===== src/rtl/ped_pkg.sv =====
// ped_pkg: shared state encoding and default timing for the pedestrian crossing controller
package ped_pkg;
    typedef enum logic [1:0] {DONT_WALK, WALK, CLEAR} ped_state_t;
    localparam int WALK_TIME_DEF  = 7;
    localparam int CLEAR_TIME_DEF = 5;
    localparam int CNT_W_DEF      = 6;
endpackage


===== src/rtl/ped_signal_ctrl_btn_sync.sv =====
// ped_btn_sync: 2-FF synchronizer for the raw push button plus a one-cycle rising-edge pulse
module ped_btn_sync (
    input  logic clk,
    input  logic rst_n,
    input  logic async_in,
    output logic rise_pulse
);
    logic [2:0] r_sh;
    always_ff @(posedge clk or negedge rst_n)
        if (!rst_n) r_sh <= '0;
        else        r_sh <= {r_sh[1:0], async_in};
    assign rise_pulse = r_sh[1] & ~r_sh[2];
endmodule


===== src/rtl/ped_signal_ctrl.sv =====
// ped_signal_ctrl: pedestrian WALK / flashing CLEAR / DONT_WALK sequencer slaved to the vehicle red phase.
// Define PED_AUTO_RECALL_EN to start WALK on every vehicle red rising edge.
module ped_signal_ctrl
    import ped_pkg::*;
#(
    parameter int WALK_TIME  = WALK_TIME_DEF,
    parameter int CLEAR_TIME = CLEAR_TIME_DEF,
    parameter int CNT_W      = CNT_W_DEF
) (
    input  logic             clk,
    input  logic             rst_n,
    input  logic             tick,
    input  logic             veh_red,
    input  logic             veh_yellow,
    input  logic             veh_green,
    input  logic             ped_btn,
    output logic             walk,
    output logic             dont_walk,
    output logic [CNT_W-1:0] countdown,
    output logic             req_pending,
    output logic             abort
);
`ifdef PED_AUTO_RECALL_EN
    localparam logic AUTO_RECALL = 1'b1;
`else
    localparam logic AUTO_RECALL = 1'b0;
`endif
    ped_state_t       r_state, w_state_d;
    logic [CNT_W-1:0] r_cnt, w_cnt_d;
    logic r_flash, w_flash_d, r_pend, w_pend_d, r_red_q, r_abort, w_abort_d;
    logic r_walk, w_walk_d, r_dw, w_dw_d, w_rise, w_red_rise, w_unsafe, w_unused;

    ped_btn_sync u_btn (.clk(clk), .rst_n(rst_n), .async_in(ped_btn), .rise_pulse(w_rise));

    assign w_red_rise = veh_red & ~r_red_q;
    assign w_unsafe   = ~veh_red | veh_green;
    assign w_unused   = veh_yellow;

    // r_red_q resets high so a red already lit at reset release is not an edge
    always_ff @(posedge clk or negedge rst_n) begin
        if (!rst_n) begin
            r_state <= DONT_WALK;
            r_cnt   <= '0;
            r_flash <= 1'b0;
            r_pend  <= 1'b0;
            r_red_q <= 1'b1;
            r_abort <= 1'b0;
            r_walk  <= 1'b0;
            r_dw    <= 1'b1;
        end else begin
            r_state <= w_state_d;
            r_cnt   <= w_cnt_d;
            r_flash <= w_flash_d;
            r_pend  <= w_pend_d;
            r_red_q <= veh_red;
            r_abort <= w_abort_d;
            r_walk  <= w_walk_d;
            r_dw    <= w_dw_d;
        end
    end

    always_comb begin
        w_state_d = r_state;
        w_cnt_d   = r_cnt;
        w_flash_d = r_flash;
        w_pend_d  = r_pend;
        w_abort_d = 1'b0;
        case (r_state)
            DONT_WALK: begin
                if (w_red_rise && (r_pend || AUTO_RECALL)) begin
                    w_state_d = WALK;
                    w_cnt_d   = CNT_W'(WALK_TIME);
                    w_pend_d  = 1'b0;
                end else if (w_rise) w_pend_d = 1'b1;
            end
            WALK, CLEAR: begin
                if (r_state == CLEAR && w_rise) w_pend_d = 1'b1;
                if (w_unsafe) begin
                    w_state_d = DONT_WALK;
                    w_cnt_d   = '0;
                    w_flash_d = 1'b0;
                    w_abort_d = 1'b1;
                end else if (tick) begin
                    if (r_cnt == CNT_W'(1)) begin
                        w_state_d = (r_state == WALK) ? CLEAR : DONT_WALK;
                        w_cnt_d   = (r_state == WALK) ? CNT_W'(CLEAR_TIME) : '0;
                        w_flash_d = (r_state == WALK);
                    end else begin
                        w_cnt_d   = r_cnt - CNT_W'(1);
                        w_flash_d = r_flash ^ (r_state == CLEAR);
                    end
                end
            end
            default: w_state_d = DONT_WALK;
        endcase
    end

    always_comb begin
        w_walk_d = (w_state_d == WALK);
        w_dw_d   = (w_state_d == DONT_WALK) | ((w_state_d == CLEAR) & w_flash_d);
    end

    assign walk        = r_walk;
    assign dont_walk   = r_dw;
    assign countdown   = r_cnt;
    assign req_pending = r_pend;
    assign abort       = r_abort;
endmodule


===== config.mk =====
export PLATFORM = sky130hd
export DESIGN_NAME = ped_signal_ctrl
export DESIGN_NICKNAME = d
export VERILOG_FILES = /design/src/rtl/ped_pkg.sv /design/src/rtl/ped_signal_ctrl_btn_sync.sv /design/src/rtl/ped_signal_ctrl.sv
export SDC_FILE = /design/constraint.sdc
export NUM_CORES = 1
export LEC_CHECK = 0
export BUFFER_PORTS_ARGS = -buffer_cell sky130_fd_sc_hd__buf_4
export CORE_MARGIN = 8
export CORE_UTILIZATION = 50
export DETAILED_ROUTE_END_ITERATION = 8
export PLACE_DENSITY = 0.83
export SYNTH_ARGS = -nofsm -noshare
export SYNTH_HDL_FRONTEND = slang
export SYNTH_SLANG_ARGS = --single-unit

===== constraint.sdc =====
create_clock -name clk -period 4.2 [get_ports clk]
set_clock_uncertainty 0.2 [all_clocks]
set_input_delay 1.26 -clock clk [delete_from_list [all_inputs] [get_ports clk]]
set_output_delay 1.26 -clock clk [all_outputs]
set_load 0.01 [all_outputs]

==> results of run 1 <==
## worst max-delay path by stage
stage                     cells past startpoint      endpoint  slack (ns)       from
final                                         5  countdown[5]        1.39    veh_red
after CTS                                     5  countdown[5]        1.40    veh_red
after global placement                        5  countdown[5]        1.15    veh_red
after detailed placement                      5  countdown[5]        1.09    veh_red
after floorplan                               5  countdown[4]        1.60  veh_green
after global routing                          5  countdown[4]        1.29    veh_red
## final cells by class
type	instances	area, um2	area share [%]
clock buffer	4	26.28	2.232
inverter	10	37.54	3.188
multi-input combinational	75	539.3	45.80
sequential	17	427.9	36.34
tap	27	33.78	2.869
timing repair buffer	15	112.6	9.564
## cells by family after synthesis
family,count (synthesis)
AOI/OAI and AO/OA,33
xor gates and xnor gates,1
adders and majority gates,6
buffers and inverters,15
DFF,17
muxes,1
and+or+nand+nor,34
## power breakdown
group | total, uW | leakage, uW | switching [uW] | internal, uW
logic | 349 | 0.000291 | 197 | 153
clock network | 86.1 | 0.0000150 | 49.2 | 36.9
registers | 251 | 0.000206 | 42.6 | 208
## per-stage QoR
stage               power (uW)  util, %  hold slack [ns]  instance area (um2)  worst slack [ns]
floorplan                508.4        -           0.1312                 1047             1.599
global placement         580.6    58.67           0.1341                 1151             1.145
detailed placement       599.5    58.67           0.1405                 1151             1.094
CTS                      687.7    60.01           0.1622                 1177             1.402
global route             743.3    60.01           0.1651                 1177             1.285
finish                   686.5    60.01           0.1596                 1177             1.386
## cell usage after synthesis (all sizes together)
| master | n |
|---|---|
| nor3b | 1 |
| nor3 | 4 |
| mux2i | 1 |
| or2b | 1 |
| a2111oi | 1 |
| dfstp | 2 |
| nand2 | 3 |
| and2 | 1 |
| o21a | 1 |
| xnor2 | 1 |
| o211ai | 4 |
| buf | 5 |
| nor2b | 4 |
| o21ai | 10 |
| or3 | 2 |
| a21boi | 1 |
| a221oi | 1 |
| and3 | 1 |
| nor4 | 2 |
| o31ai | 1 |
| nand3b | 3 |
| nand3 | 3 |
| and3b | 2 |
| a22o | 1 |
| a31oi | 3 |
| ha | 6 |
| dfrtp | 15 |
| a21oi | 5 |
| o211a | 1 |
| inv | 10 |
| o22ai | 2 |
| a211o | 1 |
| a32o | 1 |
| nand4 | 1 |
| nand2b | 1 |
| nor2 | 5 |
## state kept, by name, summed over array words and instances, names as in the netlist
name / flops
walk: 1
u_btn.r_sh: 3
req_pending: 1
r_red_q: 1
countdown: 6
dont_walk: 1
r_flash: 1
r_state: 2
abort: 1
## routing by layer
metal	vias up	share of wire [%]	track usage, %
li1	417	-	-
met1	384	42	16.55
met2	47	48	21.86
met3	8	8.5	2.881
met4	0	1.8	5.844
met5	-	0	0
==> results by stage, run 1 <==
CTS:
- Counting the buffers created by CTS gives 3.
- Clock-pin slew was measured on the worst setup and hold paths at 0.10 ns.
- The cell sitting at the root of the clock tree is a sky130_fd_sc_hd__clkbuf_4.
- Buffers inserted to repair hold after CTS numbered 0.
- The worst-skew pair later-pin latency is 0.29 ns.
- Post-CTS timing repair inserted 0 buffers for setup.
- The clock net in this run drives a total of 17 sinks.
- In this run the number of H-tree levels came out at 1.
- The maximum number of buffers from clock root to sink is 2.
- TritonCTS built the clock tree.
- The total of cells resized after clock tree synthesis is 0.

Floorplanning:
- The floorplan die area is 3815 um2.
- The placeable core region is 1962 um2.
- The height of the die is 61.77 um.
- The top-level port count is 17.
- In this run the core area contains 16 standard-cell rows.
- For this configuration, the core starts out at a cell density of 53.38%.
- The die width is 61.77 um.

Cells and area:
- The number of antenna cells inserted is 0.
- The area growth from synthesis to layout is 12.43%.
- The top cell types in the final layout, fill and taps aside, are sky130_fd_sc_hd__dfrtp_1 (15), sky130_fd_sc_hd__buf_4 (15), sky130_fd_sc_hd__inv_1 (10).
- At the end of the flow, the number of nets in the layout was 135.
- The final non-filler cell total is 148.
- Cells with a size suffix above 1 make up 21.49% of the layout.
- The filler cells instantiated in the layout total 183.

Global route:
- The number of global-route vias before repair was 839.
- The global route total overflow is 0.
- The maximum number of pins on one net before global-route repair is 18.
- The number of antenna violations at the first check in global routing is 0.
- Across every metal layer, demand over resource in global routing totals 13.41%.
- The first-pass GRT wire length is 3877 um.

STA:
- For the finished layout, the period the worst path requires is 2.814 ns.
- In the final timing run, aggregate negative setup slack is 0 ns.
- The maximum operating frequency is 355.4 MHz.
- The number of max-slew violations in the final report came to 0.
- The final-report hold violation count is 0.
- In this run the tightest slew margin relative to its limit is 49.67%.
- The worst path uses 66.99% of the clock period.
- For the pin with the worst max-slew slack, the measured transition is 0.7550 ns.
- Setup repair after global routing left no endpoint under its margin.
- The total setup violations reported at the end of the flow is 0.

Setup path:
- The cell type group with the largest total delay on the critical path is compound AO/OA/AOI/OAI gates.
- The required time of the worst setup path is 4.19 ns.
- The critical path goes through buf_4 -> and3b_1 -> a221oi_2 -> o21ai_0 -> a22o_1.
- The critical register-to-register path endpoint is countdown[5].
- The worst setup path is captured at a flip-flop.
- In this run the critical register-to-register path is launched from r_state[0].
- The largest single stage delay on the critical path is 0.70 ns.
- The element type at the critical path start is an input port.
- The setup path with the least slack is of type input port to flip-flop.
- The depth of the worst register-to-register path is 6.
- Along the worst path, the maximum fanout reaches 11.
- The worst path arrival time is 2.80 ns.
- The cell at the slowest stage of the critical path is sky130_fd_sc_hd__a221oi_2.
- The combined buffer and inverter count along the critical path is 1.
- Across all register-to-register paths, the minimum setup slack is 1.50 ns.

Logic synthesis:
- The post-synthesis share of cell area spent on full adders, half adders and majority gates is 7.168%.
- Summing the areas of all compound-gate instances in the mapped netlist gives 22.82% of the synthesized area.
- The fraction of the yosys area taken by sequential cells is 40.86%.
- The synthesized area per cell is 9.787 um2.
- The mapped cell area is 1047 um2.
- Synthesis produced 107 cells.
- The number of nets handed over by synthesis was 120.
- The distinct cell type count after synthesis is 40.
- Summed over its instances, the top area cell type makes up 35.84% of the synthesized netlist area.
- After synthesis, the cell types taking the most area are sky130_fd_sc_hd__dfrtp_1 (36%), sky130_fd_sc_hd__ha_1 (7.2%), sky130_fd_sc_hd__dfstp_2 (5.0%).
- The xor-xnor portion of the synthesized cell area is 0.8363%.
- The post-synthesis sequential element count is 17.
- The most area-hungry cell type in the Yosys netlist is sky130_fd_sc_hd__dfrtp_1.
- The combinational family with the most area after synthesis is compound AO/OA/AOI/OAI gates.
- The post-synthesis share of cell area spent on and, or, nand and nor gates is 19.71%.
- After synthesis, the share of cell area in mux cells is 0.9558%.
- The Yosys warning count is 0.

Detailed routing:
- The number of detailed-routing iterations run before antenna repair is 4.
- The number of nets with antenna violations after detailed routing is 0.
- In the routed design, unresolved DRC markers number 0.
- The average routed wire per standard cell is 14.82 um.
- The via-per-instance ratio is 5.784.
- The final route contains 856 vias.
- The DRC violation total after the first TritonRoute iteration is 64.
- Wires add up to 2194 um.

Place:
- After detailed placement, the design holds a cell count of 144.
- The final HPWL from detailed placement is 1689 um.
- The congestion estimate from routability-driven global placement came to 0.8062.
- The count of buffers from port buffering is 15.

Flow run:
- The max-capacitance violation count is 0.

Hold path:
- In this run the most critical hold path is launched from u_btn.r_sh[0].
- The number of cells on the worst hold path is 0.
- The worst hold path class is flip-flop to flip-flop.
- The worst min-delay path endpoint is u_btn.r_sh[1].

Pwr:
- The worst vdd rail ir drop is 0.3143 mV.
- The analysis attributes to cell leakage a power of 0.0005119 uW.
- The cell area power density is 583.0 nW/um2.

Status:
- The flow ran to the end, and the final reports show no timing, DRC or antenna violations.
No activity file was read; power rests on OpenSTA's default activity.
==> run 2: changes to the inputs <==
--- a/config.mk
+++ b/config.mk
@@ -5,6 +5,7 @@
 export SDC_FILE = /design/constraint.sdc
 export NUM_CORES = 1
 export LEC_CHECK = 0
+export ABC_AREA = 1
 export BUFFER_PORTS_ARGS = -buffer_cell sky130_fd_sc_hd__buf_4
 export CORE_MARGIN = 8
 export CORE_UTILIZATION = 50
==> constraint.sdc (replaced) <==
create_clock -name clk -period 2.6 [get_ports clk]
set_clock_uncertainty 0.2 [all_clocks]
set_input_delay 0.78 -clock clk [delete_from_list [all_inputs] [get_ports clk]]
set_output_delay 0.78 -clock clk [all_outputs]
set_load 0.01 [all_outputs]
==> run 2 against run 1 <==
Global-route usage shrank 0.98 points; non-clock buffer count unchanged; via count down 7.9%; first-iteration DRC count down 47%; sequential cell count unchanged; critical path depth increased by 5; sequential power up 50%; critical endpoint is now countdown[2]; setup slack worse by 0.76 ns; clock-buffer cell count decreased by 1.
==> results by stage, run 2 <==
Place:
- The HPWL after detailed placement is 1543 um.
- At the end of routability-driven placement, the weighted congestion stood at 0.8425.
- The count of buffers added on input and output ports is 15.

Global route:
- The number of global-route vias before repair is 809.
- The first-pass GRT wire length is 3374 um.
- The number of antenna violations at the first check in global routing is 0.
- Across every metal layer, demand over resource in global routing totals 12.42%.
- The maximum number of pins on one net before global-route repair is 18.
- The global route total overflow is 0.

CTS:
- Post-CTS repair changed the size of 0 cells.
- Hold repair after CTS inserted 0 buffers.
- After clock tree synthesis, the clock-pin slew on the worst setup and hold paths is 0.10 ns.
- The CTS H-tree depth is 1.
- The worst-skew pair later-pin latency is 0.29 ns.
- In this run the post-CTS setup repair buffer count came out at 0.
- The tree is rooted in a sky130_fd_sc_hd__clkbuf_4.
- The clock net sink count is 17.
- The CTS tree is built.
- The clock buffer count from CTS is 3.
- The maximum number of buffers from clock root to sink is 2.

Cells and area:
- At the end of the flow, the number of nets in the layout was 147.
- The number of antenna cells inserted is 0.
- In the layout the commonest cells are sky130_fd_sc_hd__inv_1 (20), sky130_fd_sc_hd__nor2_1 (17), sky130_fd_sc_hd__nand2_1 (15), sky130_fd_sc_hd__dfrtp_1 (15), sky130_fd_sc_hd__buf_4 (15).
- The share of post-route cells with drive strength above 1 is 27.82%.
- Leaving out fill and tap cells, the most frequent cell in the layout is sky130_fd_sc_hd__inv_1.
- The number of flip-flops in the largest register is 6.
- The post-synthesis to final-layout area growth is 17.80%.

Logic synthesis:
- The Yosys warning count is 0.
- Among all cell types in the netlist, the one instantiated most often is sky130_fd_sc_hd__inv_1.
- The synthesized area per cell is 8.572 um2.
- The number of nets in the synthesized netlist is 127.
- The distinct cell type count after synthesis is 26.
- The most area-hungry cell type in the Yosys netlist is sky130_fd_sc_hd__dfrtp_1.
- The mapped cell area is 977.2 um2.
- For this run, the leading register cell type out of synthesis is sky130_fd_sc_hd__dfrtp_1.
- Summing the sequential cell areas from Yosys gives 43.79% of the chip area.
- For this run, asynchronously set or reset flops after synthesis account for 100.0%.
- The post-synthesis sequential element count is 17.
- After synthesis, the cell types taking the most area are sky130_fd_sc_hd__dfrtp_1 (38%), sky130_fd_sc_hd__ha_1 (7.7%), sky130_fd_sc_hd__inv_1 (7.7%).
- The number of flops mapped to enable cells by yosys is 0.
- The cell count after synthesis came out at 114.
- The area fraction of the dominant cell type after synthesis is 38.41%.
- Ranked by instance count, the synthesized netlist is headed by sky130_fd_sc_hd__inv_1 (20), sky130_fd_sc_hd__nor2_1 (17), sky130_fd_sc_hd__dfrtp_1 (15), sky130_fd_sc_hd__nand2_1 (15).

Detailed routing:
- The residual DRC count is 0.
- The detailed router finished its first iteration with 34 violations.
- The final wirelength is 1963 um.
- The detail route stage leaves a number of antenna-violating nets equal to 0.
- In the routed layout, each cell is associated on average with a via count of 4.925.
- The number of detailed-routing iterations run before antenna repair is 4.
- The average routed wire per standard cell is 12.27 um.
- The total via count after detailed routing is 788.

STA:
- Setup repair after global routing left no endpoint under its margin.
- The relative slew slack is 78.63%.
- The final-report hold violation count is 0.
- In the final timing run, aggregate negative setup slack is 0 ns.
- Derived from the worst setup path, the maximum achievable clock frequency is 506.5 MHz.
- The shortest clock period the worst path allows after layout is 1.974 ns.
- The number of max-slew violations in the final report is 0.
- The total setup violations reported at the end of the flow is 0.
- At the pin with the least slew margin, the transition time is 0.3181 ns.
- The ratio of final minimum period to clock period is 75.94%.

Pwr:
- The leakage dissipation is 0.0005920 uW.
- Across the VDD grid, the largest voltage drop is 0.4469 mV.
- In this run the power density over the cells is 839.2 nW/um2.
- The completed layout was analyzed and its total power is 966.0 uW.

Setup path:
- Along the worst path, the maximum fanout reaches 9.
- In this run the critical register-to-register path is captured at countdown[2].
- The endpoint type of the worst setup path is a flip-flop.
- The required time of the worst setup path is 2.62 ns.
- The depth of the worst register-to-register path is 10.
- The source of the worst register-to-register timing path is r_state[0].
- The element type at the critical path start is a flip-flop.
- For the worst setup path, the data arrival time is 1.99 ns.
- Setup slack on the worst reg-to-reg path comes out at 0.63 ns.
- In this run the worst setup path terminates at countdown[2].
- The launch point of the critical path is r_state[0].
- The category of the critical setup timing path is flip-flop to flip-flop.

Floorplanning:
- The floorplan has 16 rows.
- The floorplan die area is 3625 um2.
- The placeable core region is 1902 um2.
- The initial utilization of the core area, before any placement, comes to 51.38%.
- The height of the die is 60.21 um.
- 17 I/O pins were placed.
- The die width is 60.21 um.

Hold path:
- The path class of the tightest hold or removal check is input port to async pin.

Status:
- The flow ran to the end, and the final reports show no timing, DRC or antenna violations.

Flow run:
- The tool flagged a number of max-cap violations equal to 0.
## run 2: cell count changes after synthesis, moves of 4 or more
| cell | change |
|---|---|
| sky130_fd_sc_hd__inv_1 | +10 |
| sky130_fd_sc_hd__nor2_1 | +12 |
| sky130_fd_sc_hd__nand2_1 | +12 |
| sky130_fd_sc_hd__nor2b_1 | -4 |
| sky130_fd_sc_hd__o21ai_0 | -8 |
## run 2: how the worst min path moves through the flow
stage / from / end / slack, ns / cells past startpoint
3_3_place_gp: u_btn.r_sh[0] / u_btn.r_sh[1] / 0.13 / 0
4_1_cts: rst_n / countdown[4] / 0.13 / 1
5_1_grt: rst_n / countdown[5] / 0.11 / 1
6_report: rst_n / req_pending / 0.13 / 1
2_1_floorplan: u_btn.r_sh[0] / u_btn.r_sh[1] / 0.13 / 0
3_5_place_dp: u_btn.r_sh[0] / u_btn.r_sh[1] / 0.15 / 0
## run 2: report_power, final
part           total (uW)  switching (uW)  leakage (uW)  internal [uW]
combinational         447             268      0.000369            179
sequential            376            46.5      0.000206            330
clock                 143            85.5     0.0000177           57.2
total                 966             400      0.000592            566
## run 2: critical path, cell delays in order (launching register included)
cell,delay [ns]
sky130_fd_sc_hd__dfrtp_1,0.43
sky130_fd_sc_hd__inv_1,0.10
sky130_fd_sc_hd__ha_1,0.42
sky130_fd_sc_hd__inv_2,0.10
sky130_fd_sc_hd__nor2_8,0.16
sky130_fd_sc_hd__nand2_4,0.06
sky130_fd_sc_hd__nand3_4,0.12
sky130_fd_sc_hd__inv_4,0.05
sky130_fd_sc_hd__nand2_2,0.07
sky130_fd_sc_hd__inv_2,0.05
sky130_fd_sc_hd__a22oi_2,0.13
## run 2: metrics by stage
| step | instance area [um2] | std cells | util [%] | worst slack, ns | hold slack [ns] |
|---|---|---|---|---|---|
| 3_3_place_gp | 1124 | 156 | 59.08 | 0.6384 | 0.1337 |
| 3_5_place_dp | 1124 | 156 | 59.08 | 0.5914 | 0.1475 |
| 2_1_floorplan | 977.2 | 114 | - | 0.8429 | 0.1312 |
| 5_1_grt | 1151 | 160 | 60.53 | 0.4841 | 0.1141 |
| 6_report | 1151 | 160 | 60.53 | 0.6255 | 0.1310 |
| 4_1_cts | 1151 | 160 | 60.53 | 0.6245 | 0.1295 |
## run 2: per-layer routing
metal  GRT usage [%]  wire (um)  vias up
li1                -          -      398
met1           13.03        792      368
met2           22.10       1033       18
met3           2.581        103        4
met4           7.143         33        0
met5               0          0        -
## run 2: layout make-up
type / instances / area, um2
fill: 168 / 750.7
multi-input combinational: 74 / 460.4
sequential: 17 / 427.9
timing repair buffer: 15 / 112.6
inverter: 23 / 88.84
tap: 27 / 33.78
clock buffer: 3 / 22.52
clock inverter: 1 / 5.005
## run 2: cell families after synthesis
logic type / after synthesis / share of synthesized area, %
flip-flops: 17 / 43.79
buffers and inverters: 23 / 9.091
adder cells (fa/ha/maj): 6 / 7.682
AO/OA/AOI/OAI: 15 / 11.27
AND/OR/NAND/NOR: 53 / 28.17
==> run 3: changes to the inputs <==
==> constraint.sdc (replaced) <==
create_clock -name clk -period 2 [get_ports clk]
set_clock_uncertainty 0.2 [all_clocks]
set_input_delay 0.6 -clock clk [delete_from_list [all_inputs] [get_ports clk]]
set_output_delay 0.6 -clock clk [all_outputs]
set_load 0.01 [all_outputs]
==> run 3 against run 2 <==
Cell area increased by 1.5%; critical path type unchanged; sequential cell count unchanged; critical path depth decreased by 2.
==> results by stage, run 3 (same netlist as run 2, synthesis figures left out) <==
Floorplanning:
- The placeable core region is 1902 um2.
- The die width is 60.21 um.
- The number of cell rows is 16.
- Pin placement for this block handled 17 I/O pins.
- In this run the vertical extent of the chip is 60.21 um.
- The die covers 3625 um2.
- For this configuration, the core starts out at a cell density of 51.38%.

Pwr:
- The combinational cell fraction of total power is 46.8%.
- The sequential cell fraction of total power is 38.2%.
- Net switching is 41.78% of the power.
- VDD sags by at most 0.5807 mV.
- The net load switching power is 536.8 uW.
- The clock network fraction of design power is 15.0%.
- The internal power of the cells is 748.1 uW.
- For this design the static power due to leakage is 0.0006012 uW.
- Power spread over the standard cell area amounts to 1100 nW/um2.

Place:
- The final weighted congestion in routability-driven placement is 0.8288.
- The placed instance area is 1131 um2.
- OpenSTA, run right after detailed placement, puts the worst setup slack at 0.1619 ns.
- Port buffering added 15 buffers.
- The final HPWL from detailed placement is 1633 um.

Detailed routing:
- The DRC violation total after the first TritonRoute iteration is 35.
- Using the TritonRoute via totals, the vias-per-cell ratio works out to 5.043.
- The total via count after detailed routing is 817.
- The first TritonRoute pass finished after 4 iterations.
- Wires add up to 2099 um.
- The residual DRC count is 0.
- The average routed wire per standard cell is 12.96 um.
- In this run the remaining antenna-violating nets after routing total 0.

CTS:
- CTS saw 17 sinks.
- The maximum number of buffers from clock root to sink is 2.
- The root cell of the clock tree is sky130_fd_sc_hd__clkbuf_4.
- The total of cells resized after clock tree synthesis is 0.
- The number of clock buffers added by TritonCTS is 3.
- In this run the number of H-tree levels came out at 1.
- The worst-skew pair later-pin latency is 0.31 ns.
- Clock-pin slew was measured on the worst setup and hold paths at 0.10 ns.
- The CTS tree is built.

STA:
- Setup repair after global routing left no endpoint under its margin.
- In this run the tightest slew margin relative to its limit is 79.79%.
- The final-report hold violation count is 0.
- The number of max-slew violations in the final report came to 0.
- The maximum operating frequency is 537.1 MHz.
- The total negative setup slack is 0 ns.
- Subtracting the final worst setup slack from the clock period gives 1.862 ns.
- The smallest setup slack after layout is 0.1382 ns.
- The transition time at the pin with the least slew margin is 0.3009 ns.
- The total setup violations reported at the end of the flow is 0.
- The ratio of final minimum period to clock period is 93.09%.

Global route:
- The global route total overflow is 0.
- The number of global-route vias before repair is 861.
- The first-pass GRT wire length is 3588 um.
- The maximum number of pins on one net before global-route repair is 18.
- The number of antenna violations at the first check in global routing is 0.
- In the global route stage, overall resource usage came out at 13.48%.

Setup path:
- STA classifies the critical path startpoint as a flip-flop.
- The combined buffer and inverter count along the critical path is 2.
- The worst path arrival time is 1.85 ns.
- The critical path in this run is classified as flip-flop to flip-flop.
- The cell family contributing the most delay on the critical path is flip-flops.
- STA classifies the critical path endpoint as a flip-flop.
- Data on the critical path is required at its endpoint by 1.99 ns.
- For this run, the slowest stage of the critical path takes 0.43 ns.
- The minimum setup slack among reg-to-reg paths is 0.14 ns.
- The critical-path maximum fanout is 9.
- The cell at the slowest stage of the critical path is sky130_fd_sc_hd__dfrtp_1.
- Traced cell by cell, the critical path runs through inv_1 -> ha_1 -> inv_2 -> nor2_8 -> nand2_4 -> nand3_4 -> a21oi_2 -> nor3_1.

Cells and area:
- The post-synthesis to final-layout area growth is 19.59%.
- The register with the most flip-flops in the layout has 6 of them.
- The library cells used most frequently in the layout, excluding fill and tap cells, are sky130_fd_sc_hd__inv_1 (20), sky130_fd_sc_hd__nor2_1 (17), sky130_fd_sc_hd__buf_4 (16).
- Leaving out fill and tap cells, the most frequent cell in the layout is sky130_fd_sc_hd__inv_1.
- At the end of the flow, the number of nets in the layout was 149.
- In the final layout, the share of cells above drive strength 1 is 28.15%.
- The finished cells cover 1169 um2.
- The number of antenna cells inserted is 0.
- For this run, the share of the core covered by cells in the final layout is 61.45%.

Flow run:
- Max-cap violations in this run came to 0.

Status:
- The run finished with clean final reports.

Hold path:
- The worst hold path class is flip-flop to flip-flop.
[run 3: changes by cell type in the layout (fill, tap and decap cells not counted), sizes merged]
| cell | previous run | this run |
|---|---|---|
| dlygate4sd3 | 0 | 1 |
| buf | 15 | 16 |
[run 3: per-layer routing]
metal,share of wire [%],GRT usage (%),routed length [um]
met5,0,0,0
met4,4.3,11.90,90
met3,5.9,3.226,124
met2,50,22.41,1045
met1,40,13.66,839
[run 3: per-stage QoR]
| stage | std cells | hold WS (ns) | power (uW) |
|---|---|---|---|
| 2_1_floorplan | 114 | 0.1044 | 886.7 |
| 3_3_place_gp | 157 | 0.1339 | 1068 |
| 3_5_place_dp | 157 | 0.1621 | 1101 |
| 4_1_cts | 162 | 0.1763 | 1299 |
| 5_1_grt | 162 | 0.1812 | 1380 |
| 6_report | 162 | 0.1710 | 1285 |
[run 3: cell type report]
cell class,instances,area [um2]
Clock buffer,3,22.52
Fill cell,148,733.2
Clock inverter,1,5.005
Tap cell,27,33.78
Sequential cell,17,427.9
Inverter,23,88.84
Multi-Input combinational cell,74,460.4
Timing Repair Buffer,17,130.1
[run 3: final timing paths]
kind,cells after the start,end,from
worst max-delay path,8,countdown[5],r_state[0]
worst min-delay path,0,u_btn.r_sh[1],u_btn.r_sh[0]
worst max register to register,8,countdown[5],r_state[0]
worst min register to register,0,u_btn.r_sh[1],u_btn.r_sh[0]
max in group asynchronous,2,r_red_q,rst_n
min in group asynchronous,2,countdown[4],rst_n
[run 3: repair_timing]
action                    in CTS  in global routing
hold endpoints to repair      15                  0
hold buffers                   1                  0
setup buffers                  0                  0
[run 3: power by group through the flow]
| stage | Combinational (uW) | Sequential, uW | Clock (uW) |
|---|---|---|---|
| 6_report | 602 | 491 | 192 |
| 2_1_floorplan | 370 | 517 | 0 |
| 4_1_cts | 607 | 490 | 201 |
| 3_5_place_dp | 603 | 497 | 0 |
| 5_1_grt | 660 | 501 | 219 |
| 3_3_place_gp | 577 | 491 | 0 |
